--- src/rtl/dmem_arbiter_pkg.sv ---
// Shared types for the data-memory arbiter: port identifiers and the read-return slot.
package dmem_arb_pkg;

   typedef logic port_id_t;

   localparam port_id_t PORT_CORE   = 1'b0;
   localparam port_id_t PORT_LOADER = 1'b1;

   localparam int RD_LAT_MAX = 4;

   typedef struct packed {
      logic     valid;
      port_id_t owner;
   } ret_slot_t;

endpackage

--- src/rtl/dmem_arbiter_if.sv ---
// One requester-side memory port: request/write bus in, grant and read return out.
interface dmem_port_if #(
   parameter int ADDR_W = 32,
   parameter int DATA_W = 32
);
   logic              req;
   logic              we;
   logic [ADDR_W-1:0] addr;
   logic [DATA_W-1:0] wdata;
   logic              gnt;
   logic              rvalid;
   logic [DATA_W-1:0] rdata;

   modport master (output req, we, addr, wdata, input gnt, rvalid, rdata);
   modport slave  (input req, we, addr, wdata, output gnt, rvalid, rdata);
endinterface

--- src/rtl/dmem_arbiter_ret_pipe.sv ---
// Read-return tracker: RD_LAT-deep shift register of {valid, owner} with synchronous clear.
module dmem_ret_pipe
   import dmem_arb_pkg::*;
#(
   parameter int RD_LAT = 1
) (
   input  logic      clk,
   input  logic      rstn,
   input  ret_slot_t i_slot,
   output ret_slot_t o_slot
);

   ret_slot_t r_stage [RD_LAT];

   // NOTE: non-blocking assignments make every stage take its neighbour's pre-edge value.
   always_ff @(posedge clk) begin
      if (!rstn) begin
         for (int i = 0; i < RD_LAT; i++) r_stage[i] <= '0;
      end else begin
         r_stage[0] <= i_slot;
         for (int i = 1; i < RD_LAT; i++) r_stage[i] <= r_stage[i-1];
      end
   end

   assign o_slot = r_stage[RD_LAT-1];

endmodule

--- src/rtl/dmem_arbiter.sv ---
// Two-port arbiter in front of a single-port synchronous data memory.
// Define DMEM_ARB_FIXED_PRIO_EN for fixed priority (port 0 wins); default is round-robin.
module dmem_arbiter
   import dmem_arb_pkg::*;
#(
   parameter int ADDR_W = 32,
   parameter int DATA_W = 32,
   parameter int RD_LAT = 1
) (
   input  logic              clk,
   input  logic              rstn,
   dmem_port_if.slave        m0,
   dmem_port_if.slave        m1,
   output logic              mem_we,
   output logic [ADDR_W-1:0] mem_a,
   output logic [DATA_W-1:0] mem_wd,
   input  logic [DATA_W-1:0] mem_rd
);

   logic              w_gnt_valid;
   port_id_t          w_gnt_id;
   logic              w_sel_we;
   logic [ADDR_W-1:0] w_sel_addr;
   logic [DATA_W-1:0] w_sel_wdata;
   logic [ADDR_W-1:0] r_last_addr;
   logic [DATA_W-1:0] r_rdata0;
   logic [DATA_W-1:0] r_rdata1;
   ret_slot_t         w_slot_in;
   ret_slot_t         w_slot_out;
   logic              w_ret_live;

`ifdef DMEM_ARB_FIXED_PRIO_EN
   always_comb begin
      w_gnt_valid = rstn && (m0.req || m1.req);
      w_gnt_id    = m0.req ? PORT_CORE : PORT_LOADER;
   end
`else
   port_id_t r_last_grant;

   // NOTE: every signal assigned in always_comb gets a value on every path, so no latch is inferred.
   always_comb begin
      w_gnt_valid = rstn && (m0.req || m1.req);
      w_gnt_id    = m0.req ? PORT_CORE : PORT_LOADER;
      if (m0.req && m1.req) w_gnt_id = ~r_last_grant;
   end

   // Reset to the loader so the core wins the first conflict.
   always_ff @(posedge clk) begin
      if (!rstn)            r_last_grant <= PORT_LOADER;
      else if (w_gnt_valid) r_last_grant <= w_gnt_id;
   end
`endif

   assign m0.gnt = w_gnt_valid && (w_gnt_id == PORT_CORE);
   assign m1.gnt = w_gnt_valid && (w_gnt_id == PORT_LOADER);

   always_comb begin
      w_sel_we    = (w_gnt_id == PORT_CORE) ? m0.we    : m1.we;
      w_sel_addr  = (w_gnt_id == PORT_CORE) ? m0.addr  : m1.addr;
      w_sel_wdata = (w_gnt_id == PORT_CORE) ? m0.wdata : m1.wdata;
   end

   assign mem_we = w_gnt_valid && w_sel_we;
   assign mem_a  = w_gnt_valid ? w_sel_addr  : r_last_addr;
   assign mem_wd = w_gnt_valid ? w_sel_wdata : '0;

   always_ff @(posedge clk) begin
      if (!rstn)            r_last_addr <= '0;
      else if (w_gnt_valid) r_last_addr <= w_sel_addr;
   end

   // Only reads occupy a return slot; writes finish in the grant cycle.
   always_comb begin
      w_slot_in.valid = w_gnt_valid && !w_sel_we;
      w_slot_in.owner = w_gnt_id;
   end

   dmem_ret_pipe #(
      .RD_LAT (RD_LAT)
   ) u_ret_pipe (
      .clk    (clk),
      .rstn   (rstn),
      .i_slot (w_slot_in),
      .o_slot (w_slot_out)
   );

   // Gating with rstn drops a return that is still in the pipe when reset is first applied.
   assign w_ret_live = rstn && w_slot_out.valid;
   assign m0.rvalid  = w_ret_live && (w_slot_out.owner == PORT_CORE);
   assign m1.rvalid  = w_ret_live && (w_slot_out.owner == PORT_LOADER);
   assign m0.rdata   = m0.rvalid ? mem_rd : r_rdata0;
   assign m1.rdata   = m1.rvalid ? mem_rd : r_rdata1;

   always_ff @(posedge clk) begin
      if (!rstn) begin
         r_rdata0 <= '0;
         r_rdata1 <= '0;
      end else begin
         if (m0.rvalid) r_rdata0 <= mem_rd;
         if (m1.rvalid) r_rdata1 <= mem_rd;
      end
   end

endmodule

--- src/flat_wrapper.sv ---
// flat-port wrapper written by rule: the top's interface ports become plain ports
module dmem_arbiter_flat import dmem_arb_pkg::*;
#(
   parameter int ADDR_W = 32,
   parameter int DATA_W = 32,
   parameter int RD_LAT = 1
)
  (clk, rstn, mem_we, mem_a, mem_wd, mem_rd, m0_req, m0_we, m0_addr, m0_wdata, m0_gnt, m0_rvalid, m0_rdata, m1_req, m1_we, m1_addr, m1_wdata, m1_gnt, m1_rvalid, m1_rdata);
  dmem_port_if #(.ADDR_W(ADDR_W), .DATA_W(DATA_W)) m0_i ();
  dmem_port_if #(.ADDR_W(ADDR_W), .DATA_W(DATA_W)) m1_i ();
  input  logic clk;
  input  logic rstn;
  output logic mem_we;
  output logic [ADDR_W-1:0] mem_a;
  output logic [DATA_W-1:0] mem_wd;
  input  logic [DATA_W-1:0] mem_rd;
  input wire logic [$bits(m0_i.req)-1:0] m0_req;
  input wire logic [$bits(m0_i.we)-1:0] m0_we;
  input wire logic [$bits(m0_i.addr)-1:0] m0_addr;
  input wire logic [$bits(m0_i.wdata)-1:0] m0_wdata;
  output wire logic [$bits(m0_i.gnt)-1:0] m0_gnt;
  output wire logic [$bits(m0_i.rvalid)-1:0] m0_rvalid;
  output wire logic [$bits(m0_i.rdata)-1:0] m0_rdata;
  input wire logic [$bits(m1_i.req)-1:0] m1_req;
  input wire logic [$bits(m1_i.we)-1:0] m1_we;
  input wire logic [$bits(m1_i.addr)-1:0] m1_addr;
  input wire logic [$bits(m1_i.wdata)-1:0] m1_wdata;
  output wire logic [$bits(m1_i.gnt)-1:0] m1_gnt;
  output wire logic [$bits(m1_i.rvalid)-1:0] m1_rvalid;
  output wire logic [$bits(m1_i.rdata)-1:0] m1_rdata;
  assign m0_i.req = m0_req;
  assign m0_i.we = m0_we;
  assign m0_i.addr = m0_addr;
  assign m0_i.wdata = m0_wdata;
  assign m0_gnt = m0_i.gnt;
  assign m0_rvalid = m0_i.rvalid;
  assign m0_rdata = m0_i.rdata;
  assign m1_i.req = m1_req;
  assign m1_i.we = m1_we;
  assign m1_i.addr = m1_addr;
  assign m1_i.wdata = m1_wdata;
  assign m1_gnt = m1_i.gnt;
  assign m1_rvalid = m1_i.rvalid;
  assign m1_rdata = m1_i.rdata;
  dmem_arbiter #(.ADDR_W(ADDR_W), .DATA_W(DATA_W), .RD_LAT(RD_LAT)) u_core (.clk(clk), .rstn(rstn), .m0(m0_i), .m1(m1_i), .mem_we(mem_we), .mem_a(mem_a), .mem_wd(mem_wd), .mem_rd(mem_rd));
endmodule
--- config.mk ---
export PLATFORM = sky130hd
export DESIGN_NAME = dmem_arbiter_flat
export DESIGN_NICKNAME = d
export VERILOG_FILES = /design/src/rtl/dmem_arbiter_pkg.sv /design/src/rtl/dmem_arbiter_if.sv /design/src/rtl/dmem_arbiter_ret_pipe.sv /design/src/rtl/dmem_arbiter.sv /design/src/flat_wrapper.sv
export SDC_FILE = /design/constraint.sdc
export NUM_CORES = 1
export LEC_CHECK = 0
export ABC_AREA = 1
export ABC_CLOCK_PERIOD_IN_PS = 2000
export CAP_MARGIN = 20
export CORE_MARGIN = 2
export CORE_UTILIZATION = 34
export CTS_CLUSTER_SIZE = 25
export DETAILED_ROUTE_END_ITERATION = 12
export HOLD_SLACK_MARGIN = 0.03
export PLACE_DENSITY = 0.75
export SLEW_MARGIN = 20
export SYNTH_ARGS = -nofsm -noshare
export SYNTH_HDL_FRONTEND = slang
export SYNTH_HIERARCHICAL = 1
export SYNTH_SLANG_ARGS = --single-unit
--- constraint.sdc ---
create_clock -name clk -period 2 [get_ports clk]
set_clock_uncertainty 0.15 [all_clocks]
set_input_delay 0.5 -clock clk [delete_from_list [all_inputs] [get_ports clk]]
set_output_delay 0.5 -clock clk [all_outputs]
set_load 0.01 [all_outputs]
**After elaboration in Yosys (flattened, before gate mapping)**

Memories as Yosys holds them, arrays and structs flattened.
Cells that the tools add are included.
Widths: inputs -> output; s select.

- Logic and storage cells: 33
- Memories kept: 1
- Output and inout port bits: 133
- Register bits: 97
- Input bits: 166
- Memory bits (writable): 2

Memory list:

| memory | words | width | read ports | clocked after Yosys merged registers in | wr ports | RTL line | RTL |
|---|---|---|---|---|---|---|---|
| u_core.u_ret_pipe.r_stage | 1 | 2 | 1 | 0 | 1 | dmem_arbiter_ret_pipe.sv:13 | `ret_slot_t r_stage [RD_LAT];` |

- Muxes and demuxes: 13
- Reductions and logical operators: 12
- Bitwise gates (word level): 3

Operator list:

| operator | number |
|---|---|
| $mux 32 | 6 |
| $logic_and 1x1->1 | 9 |
| $mux 1 | 6 |
| $not 1->1 | 3 |
| $mux 2 | 1 |
| $reduce_or 2->1 | 1 |
| $logic_not 1->1 | 1 |
| $logic_or 1x1->1 | 1 |

**Longest topological paths before layout**

Gate-level depths: netlist of run 1.

- Word-level depth: 6
- Depth in mapped cells: 9
- Gate-level depth less buffers: 9

**By module**

Netlist of run 1, hierarchy kept.

Modules (own cells, without submodules):

| module | cells each | seq. area each (µm²) | times used | area an instance (µm²) |
|---|---|---|---|---|
| dmem_arbiter | 801 | 1,941.9 | 1 | 4,902.2 |
| dmem_ret_pipe | 6 | 40.0 | 1 | 55.1 |

**Worst setup path after synthesis of run 1**

Ideal clock, no wire load.

- Path type: in2out
- Start point: in m0_req
- End point: out mem_a[20]
- Data required time: 1.350 ns
- Setup slack: -0.091 ns
- Arrival: 1.441 ns
- Cell stages on the path: 9
- Path buffers: 3
- Path through: buf_4 nor2_1 nor2_4 nand2_2 buf_4 buf_6 nor2_1 nor2_1 inv_1

- Cells in the longest elaborated chain, start to end: 4
- Elaborated cells on any way between the ends: 7
- Those cells by class: 4 x mux; 3 x reduce/logical

RTL lines:

| what | RTL line | RTL |
|---|---|---|
| start: declaration | flat_wrapper.sv:17 | `input wire logic [$bits(m0_i.req)-1:0] m0_req;` |
| $mux 1 / $logic_and 1x1->1 (equally long branches) | dmem_arbiter.sv:43, dmem_arbiter.sv:44 |  |
| $mux 1 | dmem_arbiter.sv:44 | `if (m0.req && m1.req) w_gnt_id = ~r_last_grant;` |
| $mux 32 | dmem_arbiter.sv:59 | `w_sel_addr = (w_gnt_id == PORT_CORE) ? m0.addr : m1.addr;` |
| $mux 32 (*) | dmem_arbiter.sv:64 | `assign mem_a = w_gnt_valid ? w_sel_addr : r_last_addr;` |
| end: declaration | flat_wrapper.sv:14 | `output logic [ADDR_W-1:0] mem_a;` |

Mark *: on every way between the ends. The rest lies on a longest branch, timed or not.

**Worst setup path in the final report of run 1**

- Start point: reg u_core.r_last_grant
- End point: out mem_a[8]

- Cells in the longest elaborated chain, start to end: 4

RTL lines:

| what | RTL line | RTL |
|---|---|---|
| start: declaration | dmem_arbiter.sv:38 | `port_id_t r_last_grant;` |
| start signal: assignment | dmem_arbiter.sv:50 | `else if (w_gnt_valid) r_last_grant <= w_gnt_id;` |
| $not 1->1 | dmem_arbiter.sv:44 |  |
| $mux 1 | dmem_arbiter.sv:44 |  |
| $mux 32 | dmem_arbiter.sv:59 |  |
| $mux 32 | dmem_arbiter.sv:64 |  |

Every way passes these cells.

==> results.cfg, run 1 <==
[floorplan]
rows = 44
dieArea_um2 = 15600
io_pins = 299
fp.dieH_um = 125
start_util_pct = 34.5
die_w_um = 125
core-area_um2 = 14400

[clocking]
cts_tree = yes
clk_pin_slew_ps = 70
clk-insertion-delay-late_ps = 350
cts_sinks = 99
cts_buffer_depth = 2
root_buffer = clkbuf_16
cts_buffers = 9
htree_levels = 3

[finish]
insertedDiodeCount = 0
multi_input_area_um2 = 3400
num-fill-cells = 863
layout.nets = 1459
drive_above_1_share_pct = 52.1
syn_to_final_growth_pct = 137
fin_area_um2 = 11800
regArea_um2 = 1990

[timing]
slew_viol_final = 0
setup_slack_ps = -425
worstMarginPinSlew_ps = 1070
holdWs_ps = 343
slew_headroom_pct = 28.5
setup_tns_ps = -36810
min_period_over_period_pct = 121
period_needed_ps = 2430
finalSetupViolations = 131
rsz0062_at_grt = yes
hold_viol = 0
fmax_ghz = 0.412

[global_routing]
grt_max_degree = 95
antenna_found_initial = 0
grt.overflow.total = 0
grt_pass1_vias = 6747
grt_pass1_wl_mm = 33.8
track_usage_pct = 26.9

[synth]
syn-instance-count = 807
synthArstFlopShare_pct = 0
synth-edff-count = 0
synth.most_common_cell = nand2_1
syn_nets = 973
synth_common_cells = nand2_1 (195), inv_1 (166), nor2_1 (156)
ys_top_cells_by_area = dfxtp_1 (40%), nand2_1 (15%), inv_1 (13%)
synth_area_per_cell_um2 = 6.14
yosysWarnings = 6
ys.flop_type = dfxtp_1
syn_area_um2 = 4960
synth_cell_types = 21
synth_top_area_share_pct = 40.0
yosysTopAreaCell = dfxtp_1
ys_ff_latch = 99
ys_seq_area_share_pct = 40.0

[setup_path]
crit_family = buffers and inverters
ff2ff_setup_slack_ps = 10
r2r_end = u_core/r_rdata0[16]
start_kind = flip-flop
cp_cell_sequence = inv_2 > nand2_4 > buf_6 > buf_6 > buf_8 > nand4_1 > nand2_1 > nor2_2 > inv_1 > clkbuf_2
path_depth = 10
endpoint_kind = primary output
crit_top_cell = buf_6
max_stage_delay_ps = 320
cp-endpoint = mem_a[8]
reg2reg_from = u_core/u_ret_pipe/r_stage[0][0]
r2r_cells = 13
crit_type = flip-flop to primary output
crit_fanout = 11
critPathBufInv = 6
crit_start = u_core/r_last_grant
critPathArrivalTime_ps = 1780
cp.required_ps = 1350
cp_slowest_cell = dfxtp_2

[power]
p_per_area_nw_per_um2 = 512
total_power_mw = 6.02
vdd_drop_max_uv = 404
p_leak_nw = 6.40

[routing]
wl_mm = 26.7
ant_nets = 0
vias_per_cell = 4.87
dr.pass1.iters = 6
drc = 0
via_count = 7211
drt_iter0_markers = 354
wl_per_cell_um = 18.0

[placed_design]
io_buffers = 298
hpwl_mm = 12.6
place_area_um2 = 8800
gp_congestion = 0.909
dp_slack_ps = -1130

[status]
violations = negative setup slack
outcome = complete, but fails checks

[hold_path]
hp-class = input pin to flip-flop

[flow_run]
drv_cap = 0
==> worst reg2reg max path, cell delays in order, from the launching register on <==
cell and delay, ps:
dfxtp_2 330, inv_2 60, nand3_4 120, buf_6 160
buf_12 120, buf_8 120, buf_6 130, nand2_2 80
o21ai_4 60, buf_4 130, buf_4 120, buf_4 120
buf_4 120, nor2_1 110
==> where the power goes <==
group / internal, mW / total [mW] / switching [mW]
Combinational: 1.20 / 2.19 / 0.986
Sequential: 2.05 / 2.07 / 0.0269
Clock: 0.900 / 1.76 / 0.860
==> layout make-up <==
class / instances / share of cell area (%)
tap: 184 / 1.96
sequential: 99 / 16.9
clock inverter: 5 / 0.393
multi-input combinational: 495 / 28.9
clock buffer: 11 / 2.06
timing repair buffer: 521 / 44.2
inverter: 167 / 5.54
==> cell families (layout without fill, tap and decap cells) <==
kind of cell           after synthesis  count (layout)  share of synthesized area [%]
buffers and inverters              213             704                           17.0
flip-flops                          99              99                           40.0
AO/OA/AOI/OAI                       68              68                           6.99
AND/OR/NAND/NOR                    427             427                           36.1
==> layer usage <==
metal | share of wire (%) | track usage [%]
met1 | 35 | 27.9
met2 | 53 | 51.0
met3 | 7.0 | 6.74
met4 | 4.8 | 11.5
met5 | 0 | 0
==> flip-flops by register name (all words and copies together), names as in the netlist <==
name,cells
u_core/r_rdata1,32
u_core/u_ret_pipe/r_stage,2
u_core/r_last_addr,32
u_core/r_rdata0,32
u_core/r_last_grant,1
==> cells in the final DEF (no fill, tap or decap), drive strengths merged <==
master,Yosys,final
nand3,8,8
o21ai,66,66
clkinv,0,2
o211ai,1,1
clkinvlp,0,2
dfxtp,99,99
dlymetal6s2s,0,1
or2,33,33
clkdlybuf4s50,0,162
a21oi,1,1
nand2,198,198
nor2,157,157
clkdlybuf4s15,0,10
buf,20,326
inv,167,168
nand4,31,31
dlygate4sd2,0,6
clkbuf,26,27
==> through the flow <==
stage | utilization (%) | instances
5_1_grt | 81.9 | 1482
4_1_cts | 70.8 | 1438
3_5_place_dp | 61.2 | 1340
3_3_place_gp | 61.2 | 1340
6_report | 81.9 | 1482
2_1_floorplan | - | 807
==> worst min path at each step <==
stage / slack (ps) / cells after the start / from / to
floorplan: 320 / 2 / u_core/r_last_grant / u_core/r_last_grant
global placement: 380 / 4 / u_core/r_last_addr[13] / u_core/r_last_addr[13]
detailed placement: 390 / 4 / u_core/r_last_addr[21] / u_core/r_last_addr[21]
CTS: 310 / 3 / m0_req / u_core/r_last_grant
global route: 340 / 3 / m0_req / u_core/r_last_grant
finish: 340 / 3 / m0_req / u_core/r_last_grant
==> what timing repair did <==
action                                  CTS  global route
setup buffers                            69            49
hold buffers                              0             0
pin swaps                                44            73
hold endpoints to repair                  0             0
gates cloned                             13             9
resized for setup                       644           443
endpoints found under the setup margin  227           135
(Power assumes the default switching activity.)
==> inputs of run 2 (changes only) <==
--- a/config.mk
+++ b/config.mk
@@ -14,7 +14,7 @@
 export DETAILED_ROUTE_END_ITERATION = 12
 export HOLD_SLACK_MARGIN = 0.03
 export PLACE_DENSITY = 0.75
-export SLEW_MARGIN = 20
+export SLEW_MARGIN = 30
 export SYNTH_ARGS = -nofsm -noshare
 export SYNTH_HDL_FRONTEND = slang
 export SYNTH_HIERARCHICAL = 1
==> results.cfg, run 2 (synthesis gave the netlist of run 1 again) <==
[status]
outcome = complete, but fails checks
violations = negative setup slack

[placed_design]
dp_slack_ps = -1120
io_buffers = 298
gp_congestion = 0.909
hpwl_mm = 12.6
place_area_um2 = 8800

[global_routing]
grt_pass1_vias = 6535
grt_max_degree = 95
grt.overflow.total = 0
grt_pass1_wl_mm = 33.2
antenna_found_initial = 1
track_usage_pct = 26.5

[power]
swShare_pct = 30.5
pwr-share-seq_pct = 35.5
p_sw_mw = 1.78
pwr-share-clk_pct = 29.8
p_leak_nw = 6.23
total_power_mw = 5.85
power.internal_mw = 4.07
p_per_area_nw_per_um2 = 510
vdd_drop_max_uv = 362
combPwrFrac_pct = 34.6

[floorplan]
core-area_um2 = 14400
io_pins = 299
fp.dieH_um = 125
start_util_pct = 34.5
rows = 44
die_w_um = 125
dieArea_um2 = 15600

[routing]
wl_per_cell_um = 17.1
wl_mm = 25.2
vias_per_cell = 4.76
dr.pass1.iters = 5
via_count = 7001
ant_nets = 0
drt_iter0_markers = 399
drc = 0

[finish]
fin_area_um2 = 11500
regArea_um2 = 1990
multi_input_area_um2 = 3310
syn_to_final_growth_pct = 131
layout.nets = 1448
drive_above_1_share_pct = 48.3
layout_common_cells = clkdlybuf4s50_1 (162), buf_4 (148), inv_1 (147)
layout_commonest_cell = clkdlybuf4s50_1
top_regs = u_core/r_last_addr: 32 flops, u_core/r_rdata0: 32 flops, u_core/r_rdata1: 32 flops
num-fill-cells = 882

[setup_path]
crit_top_cell = nand2_8
crit_family = buffers and inverters
cp_cell_sequence = inv_2 > nand2_4 > nand2_8 > nand2_8 > buf_16 > buf_8 > nor2_4 > nor2_2 > inv_1 > buf_6
crit_type = flip-flop to primary output
endpoint_kind = primary output
crit_fanout = 6
cp.required_ps = 1350
critPathBufInv = 5
cp_slowest_cell = dfxtp_2
start_kind = flip-flop
critPathArrivalTime_ps = 1720
max_stage_delay_ps = 320

[flow_run]
drv_cap = 0

[clocking]
holdBufCountCts = 0
root_buffer = clkbuf_16
cts_tree = yes
cts_buffer_depth = 2
htree_levels = 3
cts_sinks = 99
cts_buffers = 9
clk_pin_slew_ps = 70
clk-insertion-delay-late_ps = 350

[timing]
setup_tns_ps = -28350
slew_headroom_pct = 47.6
min_period_over_period_pct = 118
slew_viol_final = 0
fmax_ghz = 0.422
worstMarginPinSlew_ps = 786
rsz0062_at_grt = yes
period_needed_ps = 2370
hold_viol = 0
finalSetupViolations = 132
setup_slack_ps = -368
holdWs_ps = 336

[hold_path]
hp-class = input pin to flip-flop
## run 2: changes by cell type in the layout (fill, tap and decap cells not counted), moves of 8 or more
cell,before,now
buf_6,99,80
clkdlybuf4s15_2,10,2
nand2_1,82,109
nand2_2,76,59
nand2_4,38,28
or2_2,33,1
or2_4,0,32
## run 2: worst reg2reg max path, stage by stage (launching register included)
cell     delay [ps]
dfxtp_2         320
inv_2            80
nand2_4          80
nand2_8         100
nand2_8         110
buf_12          170
buf_8           130
nor2_4          110
nor2_2           60
buf_4           120
buf_4           120
buf_4           120
buf_4           120
nor2_1           90
## run 2: repair_timing
action,in CTS,in global routing
cloned,12,9
gates resized for setup,590,451
buffers inserted,50,59
setup endpoints to repair,133,135
endpoints found under the hold margin,0,0
pin swaps,32,67
## run 2: metrics by stage
step,utilization [%],std cells
after floorplan,-,807
after global placement,61.2,1340
after detailed placement,61.3,1340
after CTS,70.6,1418
after global routing,79.8,1472
final,79.8,1472
## run 2: final cells by class
| type | instances | share of cell area [%] |
|---|---|---|
| inverters | 167 | 5.70 |
| diodes | 1 | 0.0218 |
| clock inverters | 5 | 0.404 |
| multi-input cells | 495 | 28.9 |
| repair buffers | 510 | 43.5 |
| flip-flops and latches | 99 | 17.3 |
| well taps | 184 | 2.01 |
| clock buffers | 11 | 2.12 |
## run 2: path summary, 6_finish.rpt
| kind | startpoint | endpoint | slack, ps | depth (start not counted) |
|---|---|---|---|---|
| setup / recovery | u_core/r_last_grant | mem_a[4] | -370 | 10 |
| hold / removal | m0_req | u_core/r_last_grant | 340 | 3 |
| setup reg to reg | u_core/r_last_grant | u_core/r_last_addr[1] | 60 | 13 |
| hold reg to reg | u_core/r_rdata0[29] | u_core/r_rdata0[29] | 390 | 4 |
## run 2: power groups by stage
stage	combinational (mW)	clock, mW	sequential (mW)
after floorplan	0.498	0	2.11
after global placement	1.40	0	2.11
after detailed placement	1.41	0	2.11
after CTS	1.65	1.75	2.07
after global routing	2.14	1.87	2.08
final	2.03	1.74	2.08
## run 2: per-layer routing
layer	track usage, %	vias up	part of all wire [%]
li1	-	3330	-
met1	29.1	3300	37
met2	48.7	300	53
met3	5.88	71	6.1
met4	11.5	0	3.6
met5	0	-	0
==> inputs of run 3 (changes only) <==
--- a/config.mk
+++ b/config.mk
@@ -9,11 +9,12 @@
 export ABC_CLOCK_PERIOD_IN_PS = 2000
 export CAP_MARGIN = 20
 export CORE_MARGIN = 2
-export CORE_UTILIZATION = 34
+export CORE_UTILIZATION = 35
+export CTS_BUF_LIST = sky130_fd_sc_hd__clkbuf_8
 export CTS_CLUSTER_SIZE = 25
 export DETAILED_ROUTE_END_ITERATION = 12
 export HOLD_SLACK_MARGIN = 0.03
-export PLACE_DENSITY = 0.75
+export PLACE_DENSITY = 0.77
 export SLEW_MARGIN = 30
 export SYNTH_ARGS = -nofsm -noshare
 export SYNTH_HDL_FRONTEND = slang
==> results.cfg, run 3 (synthesis gave the netlist of run 1 again) <==
[routing]
wl_per_cell_um = 19.8
wl_met2_mm = 15.0
drc = 0
via_count = 7690
ant_nets = 0
drt_iter0_markers = 534
dr.pass1.iters = 5
dr_wl_met3_mm = 2.48
vias_per_cell = 5.05
top_layer = met4
wl_met1_mm = 10.6
wl_mm = 30.2

[timing]
hold_viol = 0
finalSetupViolations = 136
rsz0062_at_grt = yes
setup_slack_ps = -537
holdWs_ps = 327
slew_headroom_pct = 45.3
fmax_ghz = 0.394
worstMarginPinSlew_ps = 820
setup_tns_ps = -53400
min_period_over_period_pct = 127
period_needed_ps = 2540
slew_viol_final = 0

[power]
vdd_drop_max_uv = 393
p_per_area_nw_per_um2 = 465
p_leak_nw = 6.54

[placed_design]
gp_congestion = 0.822
io_buffers = 298
place_inst = 1337
hpwl_mm = 13.1
place_area_um2 = 8760

[setup_path]
reg2reg_from = u_core/u_ret_pipe/r_stage[0][1]
crit_start = u_core/u_ret_pipe/r_stage[0][1]
crit_type = flip-flop to primary output
crit_fanout = 8
critPathArrivalTime_ps = 1890
endpoint_kind = primary output
start_kind = flip-flop
cp.required_ps = 1350

[clocking]
htree_levels = 3
cts_buffers = 9
clk-insertion-delay-late_ps = 380
cts_tree = yes
clk_pin_slew_ps = 110
cts_sinks = 99
root_buffer = clkbuf_8
cts_buffer_depth = 2

[floorplan]
fp.dieH_um = 123
rows = 43
start_util_pct = 35.7
die_w_um = 123
io_pins = 299
dieArea_um2 = 15100
core-area_um2 = 13900

[global_routing]
grt_pass1_wl_mm = 36.2
grt_pass1_vias = 7249
grt.overflow.total = 0
antenna_found_initial = 0
track_usage_pct = 30.9
grt_max_degree = 95

[finish]
post-route-util_pct = 89.2
num-fill-cells = 624
top_regs = u_core/r_last_addr: 32 flops, u_core/r_rdata0: 32 flops, u_core/r_rdata1: 32 flops
fin_area_um2 = 12400
layout.nets = 1504
syn_to_final_growth_pct = 150
layout_commonest_cell = clkdlybuf4s50_1
drive_above_1_share_pct = 54.2
instances_no_fill = 1523
insertedDiodeCount = 0
layout_common_cells = clkdlybuf4s50_1 (162), buf_4 (149), buf_6 (137)

[hold_path]
hp-class = input pin to flip-flop
min_from = m0_req

[status]
violations = negative setup slack
outcome = complete, but fails checks

[flow_run]
drv_cap = 0
## run 3: worst paths after layout
path / cells past startpoint / end / slack (ps)
max: 9 / m1_rdata[2] / -540
min: 4 / u_core/u_ret_pipe/r_stage[0][0] / 330
min reg2reg: 4 / u_core/r_rdata0[27] / 400
max reg2reg: 15 / u_core/r_rdata1[2] / -210
## run 3: layer usage
layer	vias up	track usage, %
li1	3446	-
met4	0	17.0
met1	3619	32.4
met5	-	0
met3	157	6.46
met2	468	57.2
## run 3: layout make-up
class / instances / area [um^2] / share of cell area (%)
Timing Repair Buffer: 566 / 5710 / 46.1
Tap cell: 180 / 225 / 1.82
Inverter: 167 / 659 / 5.33
Sequential cell: 99 / 1990 / 16.0
Clock buffer: 9 / 124 / 1.00
Multi-Input combinational cell: 495 / 3580 / 28.9
Clock inverter: 7 / 91.3 / 0.738
## run 3: where the power goes
group          switching [mW]  internal, mW
logic                    1.01          1.20
registers              0.0290          2.05
clock network           0.847         0.612
## run 3: timing repair
item	4_1_cts	5_1_grt
hold buffers	0	0
pin swaps	45	64
cloned	16	6
setup endpoints to repair	133	141
buffers inserted	129	47
gates resized for setup	895	338
## run 3: worst max-delay path, stage by stage (launching register included)
cell and delay (ps):
dfxtp_2 350, buf_6 120, nand3_4 110, clkinv_8 110
buf_12 150, buf_6 110, or2_4 250, o21ai_4 100
inv_2 70, buf_6 120
## run 3: stage by stage
step,power (mW),worst slack (ps)
5_1_grt,5.96,-582
4_1_cts,5.37,-489
2_1_floorplan,2.60,2.39
6_report,5.75,-537
3_5_place_dp,3.52,-1070
3_3_place_gp,3.51,-1060
